--- src/rtl/alu_op_decoder.sv ---
// alu_op_decoder: turns a RISC-V instruction word into ALU control fields.
// The outputs come from a register. A second holding entry catches the
// instruction accepted in the same cycle that the execute stage stalls.
module alu_op_decoder #(
    parameter int XLEN = 32
) (
    input  logic            clk,
    input  logic            reset,
    input  logic            flush,
    input  logic            in_valid,
    output logic            in_ready,
    input  logic [XLEN-1:0] instr,
    output logic            out_valid,
    input  logic            out_ready,
    output logic [2:0]      ALUControl,
    output logic            isSLT,
    output logic            isU,
    output logic            SrcBImm,
    output logic            illegal
);

    localparam logic [2:0] ALU_ADD = 3'b000;
    localparam logic [2:0] ALU_SUB = 3'b001;
    localparam logic [2:0] ALU_AND = 3'b010;
    localparam logic [2:0] ALU_OR  = 3'b011;
    localparam logic [2:0] ALU_XOR = 3'b100;
    localparam logic [2:0] ALU_LSL = 3'b101;
    localparam logic [2:0] ALU_LSR = 3'b110;
    localparam logic [2:0] ALU_ASR = 3'b111;

    localparam logic [6:0] F7_BASE = 7'b0000000;
    localparam logic [6:0] F7_ALT  = 7'b0100000;

    // Each entry is stored as {illegal, SrcBImm, isU, isSLT, ALUControl}.
    logic [6:0] dec_word;
    logic [6:0] out_word;
    logic [6:0] skid_word;
    logic       skid_full;

    logic [6:0] opcode;
    logic [2:0] funct3;
    logic [6:0] funct7;
    logic [2:0] dec_alu;
    logic       dec_slt;
    logic       dec_u;
    logic       dec_imm;
    logic       dec_ill;
    logic       accept;
    logic       retire;
    logic       unused_instr;

    assign opcode       = instr[6:0];
    assign funct3       = instr[14:12];
    assign funct7       = instr[31:25];
    assign unused_instr = ^{instr[24:15], instr[11:7]};

    assign accept = in_valid & in_ready;
    assign retire = out_valid & out_ready;

    // Decode the incoming instruction into its ALU control fields.
    always_comb begin
        dec_alu = ALU_ADD;
        dec_slt = 1'b0;
        dec_u   = 1'b0;
        dec_imm = 1'b0;
        dec_ill = 1'b0;
        unique case (opcode)
            7'b0110011: begin
                if (funct7 == F7_BASE) begin
                    unique case (funct3)
                        3'b000: dec_alu = ALU_ADD;
                        3'b001: dec_alu = ALU_LSL;
                        3'b010: dec_slt = 1'b1;
                        3'b011: begin dec_slt = 1'b1; dec_u = 1'b1; end
                        3'b100: dec_alu = ALU_XOR;
                        3'b101: dec_alu = ALU_LSR;
                        3'b110: dec_alu = ALU_OR;
                        default: dec_alu = ALU_AND;
                    endcase
                end else if (funct7 == F7_ALT && funct3 == 3'b000) begin
                    dec_alu = ALU_SUB;
                end else if (funct7 == F7_ALT && funct3 == 3'b101) begin
                    dec_alu = ALU_ASR;
                end else begin
                    dec_ill = 1'b1;
                end
            end
            7'b0010011: begin
                dec_imm = 1'b1;
                unique case (funct3)
                    3'b000: dec_alu = ALU_ADD;
                    3'b001: begin
                        if (funct7 == F7_BASE) dec_alu = ALU_LSL;
                        else                   dec_ill = 1'b1;
                    end
                    3'b010: dec_slt = 1'b1;
                    3'b011: begin dec_slt = 1'b1; dec_u = 1'b1; end
                    3'b100: dec_alu = ALU_XOR;
                    3'b101: begin
                        if (funct7 == F7_BASE)     dec_alu = ALU_LSR;
                        else if (funct7 == F7_ALT) dec_alu = ALU_ASR;
                        else                       dec_ill = 1'b1;
                    end
                    3'b110: dec_alu = ALU_OR;
                    default: dec_alu = ALU_AND;
                endcase
            end
            7'b0000011, 7'b0100011, 7'b0110111, 7'b0010111, 7'b1101111: begin
                dec_imm = 1'b1;
            end
            7'b1100111: begin
                if (funct3 == 3'b000) dec_imm = 1'b1;
                else                  dec_ill = 1'b1;
            end
            7'b1100011: begin
                unique case (funct3)
                    3'b000, 3'b001: dec_alu = ALU_SUB;
                    3'b100, 3'b101: dec_slt = 1'b1;
                    3'b110, 3'b111: begin dec_slt = 1'b1; dec_u = 1'b1; end
                    default: dec_ill = 1'b1;
                endcase
            end
            default: dec_ill = 1'b1;
        endcase
        // Illegal entries carry no control information beyond the flag.
        if (dec_ill) dec_word = 7'b1000000;
        else         dec_word = {1'b0, dec_imm, dec_u, dec_slt, dec_alu};
    end

    // Output register and skid entry; flush wins over accept and retire.
    always_ff @(posedge clk or posedge reset) begin
        if (reset) begin
            out_valid <= 1'b0;
            out_word  <= '0;
            skid_full <= 1'b0;
            skid_word <= '0;
        end else if (flush) begin
            out_valid <= 1'b0;
            out_word  <= '0;
            skid_full <= 1'b0;
        end else if (!out_valid || retire) begin
            if (skid_full) begin
                out_valid <= 1'b1;
                out_word  <= skid_word;
                skid_full <= 1'b0;
            end else if (accept) begin
                out_valid <= 1'b1;
                out_word  <= dec_word;
            end else begin
                out_valid <= 1'b0;
            end
        end else if (accept) begin
            skid_full <= 1'b1;
            skid_word <= dec_word;
        end
    end

    // Present the held entry; in_ready comes straight from the skid flop.
    always_comb begin
        in_ready   = ~skid_full;
        ALUControl = out_word[2:0];
        isSLT      = out_word[3];
        isU        = out_word[4];
        SrcBImm    = out_word[5];
        illegal    = out_word[6];
    end

endmodule

--- config.mk ---
export PLATFORM = sky130hd
export DESIGN_NAME = alu_op_decoder
export DESIGN_NICKNAME = d
export VERILOG_FILES = /design/src/rtl/alu_op_decoder.sv
export SDC_FILE = /design/constraint.sdc
export NUM_CORES = 1
export LEC_CHECK = 0
export BUFFER_PORTS_ARGS = -buffer_cell sky130_fd_sc_hd__buf_2
export CAP_MARGIN = 20
export CORE_MARGIN = 4
export CORE_UTILIZATION = 47
export CTS_CLUSTER_DIAMETER = 150
export CTS_CLUSTER_SIZE = 25
export DETAILED_ROUTE_END_ITERATION = 10
export PLACE_DENSITY_LB_ADDON = 0.12
export SETUP_SLACK_MARGIN = 0.5
export SYNTH_ARGS = -nofsm -noshare
export SYNTH_HDL_FRONTEND = slang
export SYNTH_SLANG_ARGS = --single-unit
--- constraint.sdc ---
create_clock -name clk -period 2.1 [get_ports clk]
set_clock_uncertainty 0.05 [all_clocks]
set_input_delay 0.105 -clock clk [delete_from_list [all_inputs] [get_ports clk]]
set_output_delay 0.105 -clock clk [all_outputs]
set_load 0.02 [all_outputs]
# After elaboration in Yosys (flattened, before gate mapping)
# Index checks and enable logic that the tools add are counted.
# word_totals
regBits	16
inputBits	37
out_inout_bits	9
wordCells	87
# classes
eq_ne	17
n_mux	42
n_bitwise	5
reduce_logical	19
# ops
op	n
7-bit two-way mux	5
3-bit case mux with 5 select lines	2
7-bit by 6-bit == test with 1-bit output, second input constant	4
1-bit two-way mux	23
7-bit == test, second input constant	3
3-bit two-way mux	6
7-bit by 5-bit == test with 1-bit output, second input constant	2
3-bit == test, second input constant	4
6-bit OR reduction	2
3-bit case mux with 3 select lines	1
7-bit by 2-bit == test with 1-bit output, second input constant	1
7-bit logical NOT	1
3-bit by 2-bit == test with 1-bit output, second input constant	2
1-bit case mux with 3 select lines	2
3-bit nonzero test	2
2-bit OR reduction	3
1-bit case mux with 5 select lines	1
5-bit OR reduction	1
1-bit case mux with 2 select lines	2
4-bit OR reduction	1
3-bit by 1-bit == test with 1-bit output, second input constant	1
3-bit logical NOT	1
1-bit inverter	3
3-bit AND reduction	1
7 further kinds	9

# Logic depth before layout (Yosys ltp)
# logic_depth
depth_word	11
depth_mapped	7
ltp_nobuf	6

# Worst setup path before layout
# OpenSTA, ideal clock, no wires.
# synth_path
path_kind	input port to flip-flop
startpoint	input port instr[26]
endpoint	register out_word[6]
setup_ps	138
arrival_time_ps	1478
t_required_ps	1912
path_slack_ps	435
cell_stages	6
n_path_buf	0
path_cell_list	or4_4 -> nor3_4 -> a311oi_1 -> a211oi_2 -> a21o_1 -> a21oi_1
# synth_via
elab_chain_cells	11
elab_cells_between_ends	17
classes_between	eq/ne: 1; mux: 13; reduce/logical: 3
# synth_lines
item	line	rtl
start, declared	12	input logic [XLEN-1:0] instr,
7-bit by 6-bit == test with 1-bit output	80, 82, 101	
1-bit logical AND	82	end else if (funct7 == F7_ALT && funct3 == 3'b101) begin
1-bit two-way mux	82	
1-bit two-way mux	80	end else if (funct7 == F7_ALT && funct3 == 3'b000) begin
1-bit two-way mux	69	if (funct7 == F7_BASE) begin
1-bit case mux with 5 select lines (*)	67	unique case (opcode)
7-bit two-way mux (*)	126	if (dec_ill) dec_word = 7'b1000000;
7-bit two-way mux (*)	146	end else if (accept) begin
7-bit two-way mux (*)	142	if (skid_full) begin
7-bit two-way mux (*)	141	end else if (!out_valid || retire) begin
7-bit two-way mux (*)	137	end else if (flush) begin
end signal, assigned	144	out_word <= skid_word;
end signal, assigned	148	out_word <= dec_word;
end, declared	36	logic [6:0] out_word;
# Mark *: on every way between the ends. The rest lies on a longest branch, timed or not. The select of a mux whose other input is x is not followed.
# A chain may end at the register's enable or synchronous reset.

# Final worst setup path
# layout_path
startpoint	input port instr[26]
endpoint	register out_word[2]
# layout_via
elab_chain_cells	11
elab_cells_between_ends	25
classes_between	eq/ne: 1; mux: 21; reduce/logical: 3
# layout_lines
item	line
7-bit by 6-bit == test with 1-bit output	80, 82, 101
1-bit logical AND	82
1-bit two-way mux or 3-bit two-way mux (tied branches)	82
1-bit two-way mux or 3-bit two-way mux (tied branches)	80
1-bit two-way mux or 3-bit two-way mux (tied branches)	69
1-bit case mux with 5 select lines or 3-bit case mux with 3 select lines (tied branches)	67
7-bit two-way mux (*)	126
7-bit two-way mux (*)	146
7-bit two-way mux (*)	142
7-bit two-way mux (*)	141
7-bit two-way mux (*)	137
# Marked as above.

==> flow_metrics.tcl <==
set metrics [dict create \
    firstDrtPassIters 4 \
    synth.distinct_cells 40 \
    final_max_slew_viol_count 0 \
    critical_path.cell_chain "buf_6, or4_4, nor3_4, o211ai_1, a211oi_1, nand2_1, a31oi_1" \
    detail-route-antenna-nets 0 \
    crit_fanout 4 \
    vdd_ir_drop_max_mv 0.422 \
    fp.dieW_um 56.4 \
    synth_top_family_by_area "simple AND/OR/NAND/NOR gates" \
    netlist_area_um2 1100 \
    utilization_pct 62.8 \
    vias 1093 \
    finalNonFillerCells 191 \
    syn2layout_area_growth_pct 26.0 \
    final_layout_size_suffix_gt1_share_pct 33.7 \
    grt_pass1_vias 1053 \
    timing.fmax_mhz 630 \
    syn_nets 169 \
    gp_congestion 0.830 \
    synth_fa_ha_area_share_pct 0 \
    r2r_setup_slack_ns 0.58 \
    clock-sinks 16 \
    routedWlPerCell_um 13.7 \
    port_buffers 30 \
    die-area_um2 3180 \
    rsz0062_at_grt "true" \
    path_delay_family "simple AND/OR/NAND/NOR gates" \
    fin_crit_sh_pct 75.6 \
    r2r-end "out_word[2]" \
    via_per_inst 5.72 \
    crit_arrival_ns 1.74 \
    layout_commonest_cell "buf_2" \
    hold_violations 0 \
    overflow 0 \
    critPathLaunchType "input pin" \
    critPathBufInv 1 \
    rr_worst_depth 5 \
    layout_min_cycle_time_ns 1.59 \
    cap_violations 0 \
    yosysSeqAreaShare_pct 36.3 \
    end_kind "flip-flop" \
    synthSimpleGateAreaFrac_pct 30.8 \
    worst_pin_slew_ns 0.586 \
    core_um2 2210 \
    status "completed" \
    worstPathRequired_ns 2.26 \
    syn_area_per_cell_um2 8.35 \
    hold_path.class "in -> reg" \
    antenna_found_initial 0 \
    place_hpwl_um 1990 \
    max_slew_margin_pct 60.9 \
    power.density_nw_per_um2 482 \
    drc 0 \
    die_h_um 56.4 \
    cts_buffers 3 \
    yosys_warnings 0 \
    synth_xor_area_share_pct 1.59 \
    slowest_stage "or4_4" \
    rows 17 \
    layout_common_cells "buf_2, nand2_1, dfrtp_1" \
    hold_depth 2 \
    root_buffer "clkbuf_4" \
    grt_max_degree 17 \
    cts_tree "yes" \
    syn_inst 132 \
    synth_seq_cells 16 \
    initial_core_util_pct 49.8 \
    h-tree-depth 1 \
    dpl.cell_count 184 \
    worstSkewPairLatency_ns 0.29 \
    track_usage_pct 17.3 \
    synthMuxAreaShare_pct 2.04 \
    antenna_cells 0 \
    grt_pass1_wl_um 4500 \
    cts_buffer_depth 2 \
    hp-start "flush" \
    r2r-start "out_valid" \
    power_leakage_nw 0.601 \
    final_nets 201 \
    drt_wl_total_um 2630 \
    drtIter0Drc 11 \
    synth_compound_area_share_pct 25.0 \
    min_to "out_word[6]" \
    finalSetupViolCount 0 \
    crit_type "in -> reg" \
    final.setup.tns_ns 0 \
    crit_path_max_incr_delay_ns 0.56 \
    ioPinCount 46 \
    path_clk_slew_ns 0.10 \
]
## metal layers
| metal | GRT usage [%] | up-vias | share of wire [%] |
|---|---|---|---|
| li1 | - | 550 | - |
| met1 | 22.8 | 517 | 45 |
| met2 | 29.2 | 24 | 50 |
| met3 | 3.45 | 2 | 4.6 |
| met4 | 3.73 | 0 | 0.30 |
| met5 | 0 | - | 0 |
## where the power goes
group	internal, W	switching [W]	total, W
Sequential	0.000319	0.00000661	0.000326
Combinational	0.0000547	0.0000861	0.000141
Clock	0.000106	0.0000975	0.000203
Total	0.000480	0.000190	0.000670
## worst register-to-register path, cell delays in order, from the launching register on
cell and delay (ns):
dfrtp_1 0.38, nand2b_1 0.25, o21ai_1 0.17, nor2_1 0.30, nand2_1 0.11, a31oi_1 0.17
## Yosys cell counts
cell,n,area [µm²]
inv_1,4,15.0
a211oi_2,1,12.5
o31a_1,1,8.76
nand4bb_1,1,11.3
a21oi_1,6,30.0
and4bb_1,1,12.5
and2_1,1,6.26
buf_2,2,10.0
nor3_2,1,10.0
clkbuf_1,6,22.5
nand3_1,8,40.0
xnor2_1,1,8.76
mux2_2,2,22.5
nand3_2,1,10.0
o21ai_0,8,40.0
and4bb_2,1,12.5
xor2_1,1,8.76
nand4_1,3,18.8
o41ai_2,1,16.3
nand2_1,16,60.1
nor2_1,8,30.0
nand2b_1,4,25.0
nor3_1,3,15.0
o21ai_1,4,20.0
nand3b_1,2,15.0
o21bai_1,2,15.0
nor2b_1,4,25.0
nor3_4,1,16.3
dfrtp_1,16,400
a211oi_1,3,22.5
a21o_1,3,22.5
a311oi_1,2,17.5
nor4_1,2,12.5
o211ai_1,1,7.51
or4_4,1,11.3
a2111oi_0,1,8.76
a22oi_1,1,7.51
nor3b_1,1,7.51
o21a_1,2,15.0
a31oi_1,5,31.3
## cells by family (layout without fill, tap and decap cells)
group           Yosys count  in the layout
buf+inv                  12             43
xor+xnor                  2              2
mux                       2              2
compound gates           41             41
simple gates             59             59
flops                    16             16
## what timing repair did
item                       CTS  global route
resized for setup            1            10
hold buffers                 1             0
pin swaps                    0             1
hold endpoints to repair    16             0
setup endpoints to repair    2            13
setup buffers                0             2
## state kept, by name, summed over array words and instances (netlist names)
| register | count |
|---|---|
| out_valid | 1 |
| skid_full | 1 |
| skid_word | 7 |
| out_word | 7 |
## worst max path at each step
stage,start,to,slack (ns),cells past startpoint
after CTS,instr[26],out_word[1],0.52,8
after floorplan,instr[26],out_word[6],0.45,6
after detailed placement,instr[26],out_word[1],0.17,7
final,instr[26],out_word[2],0.51,7
after global placement,instr[3],out_word[0],0.23,7
after global routing,instr[14],out_word[0],0.41,7
## area by class of cell
cell class | instances | area (µm²)
Sequential cell | 16 | 402
Multi-Input combinational cell | 104 | 698
Clock buffer | 4 | 36.3
Fill cell | 206 | 823
Tap cell | 28 | 35.0
Inverter | 4 | 15.0
Timing Repair Buffer | 35 | 203
## per-stage QoR
step	hold WS, ns	cell area [µm²]	total power (W)	setup slack, ns
after floorplan	-0.0313	1100	0.000409	0.449
after global routing	0.0726	1390	0.000714	0.407
after global placement	0.149	1270	0.000458	0.230
after CTS	0.0653	1330	0.000668	0.515
final	0.0647	1390	0.000670	0.512
after detailed placement	0.152	1270	0.000462	0.170
Power figures use the tool's default switching activity.
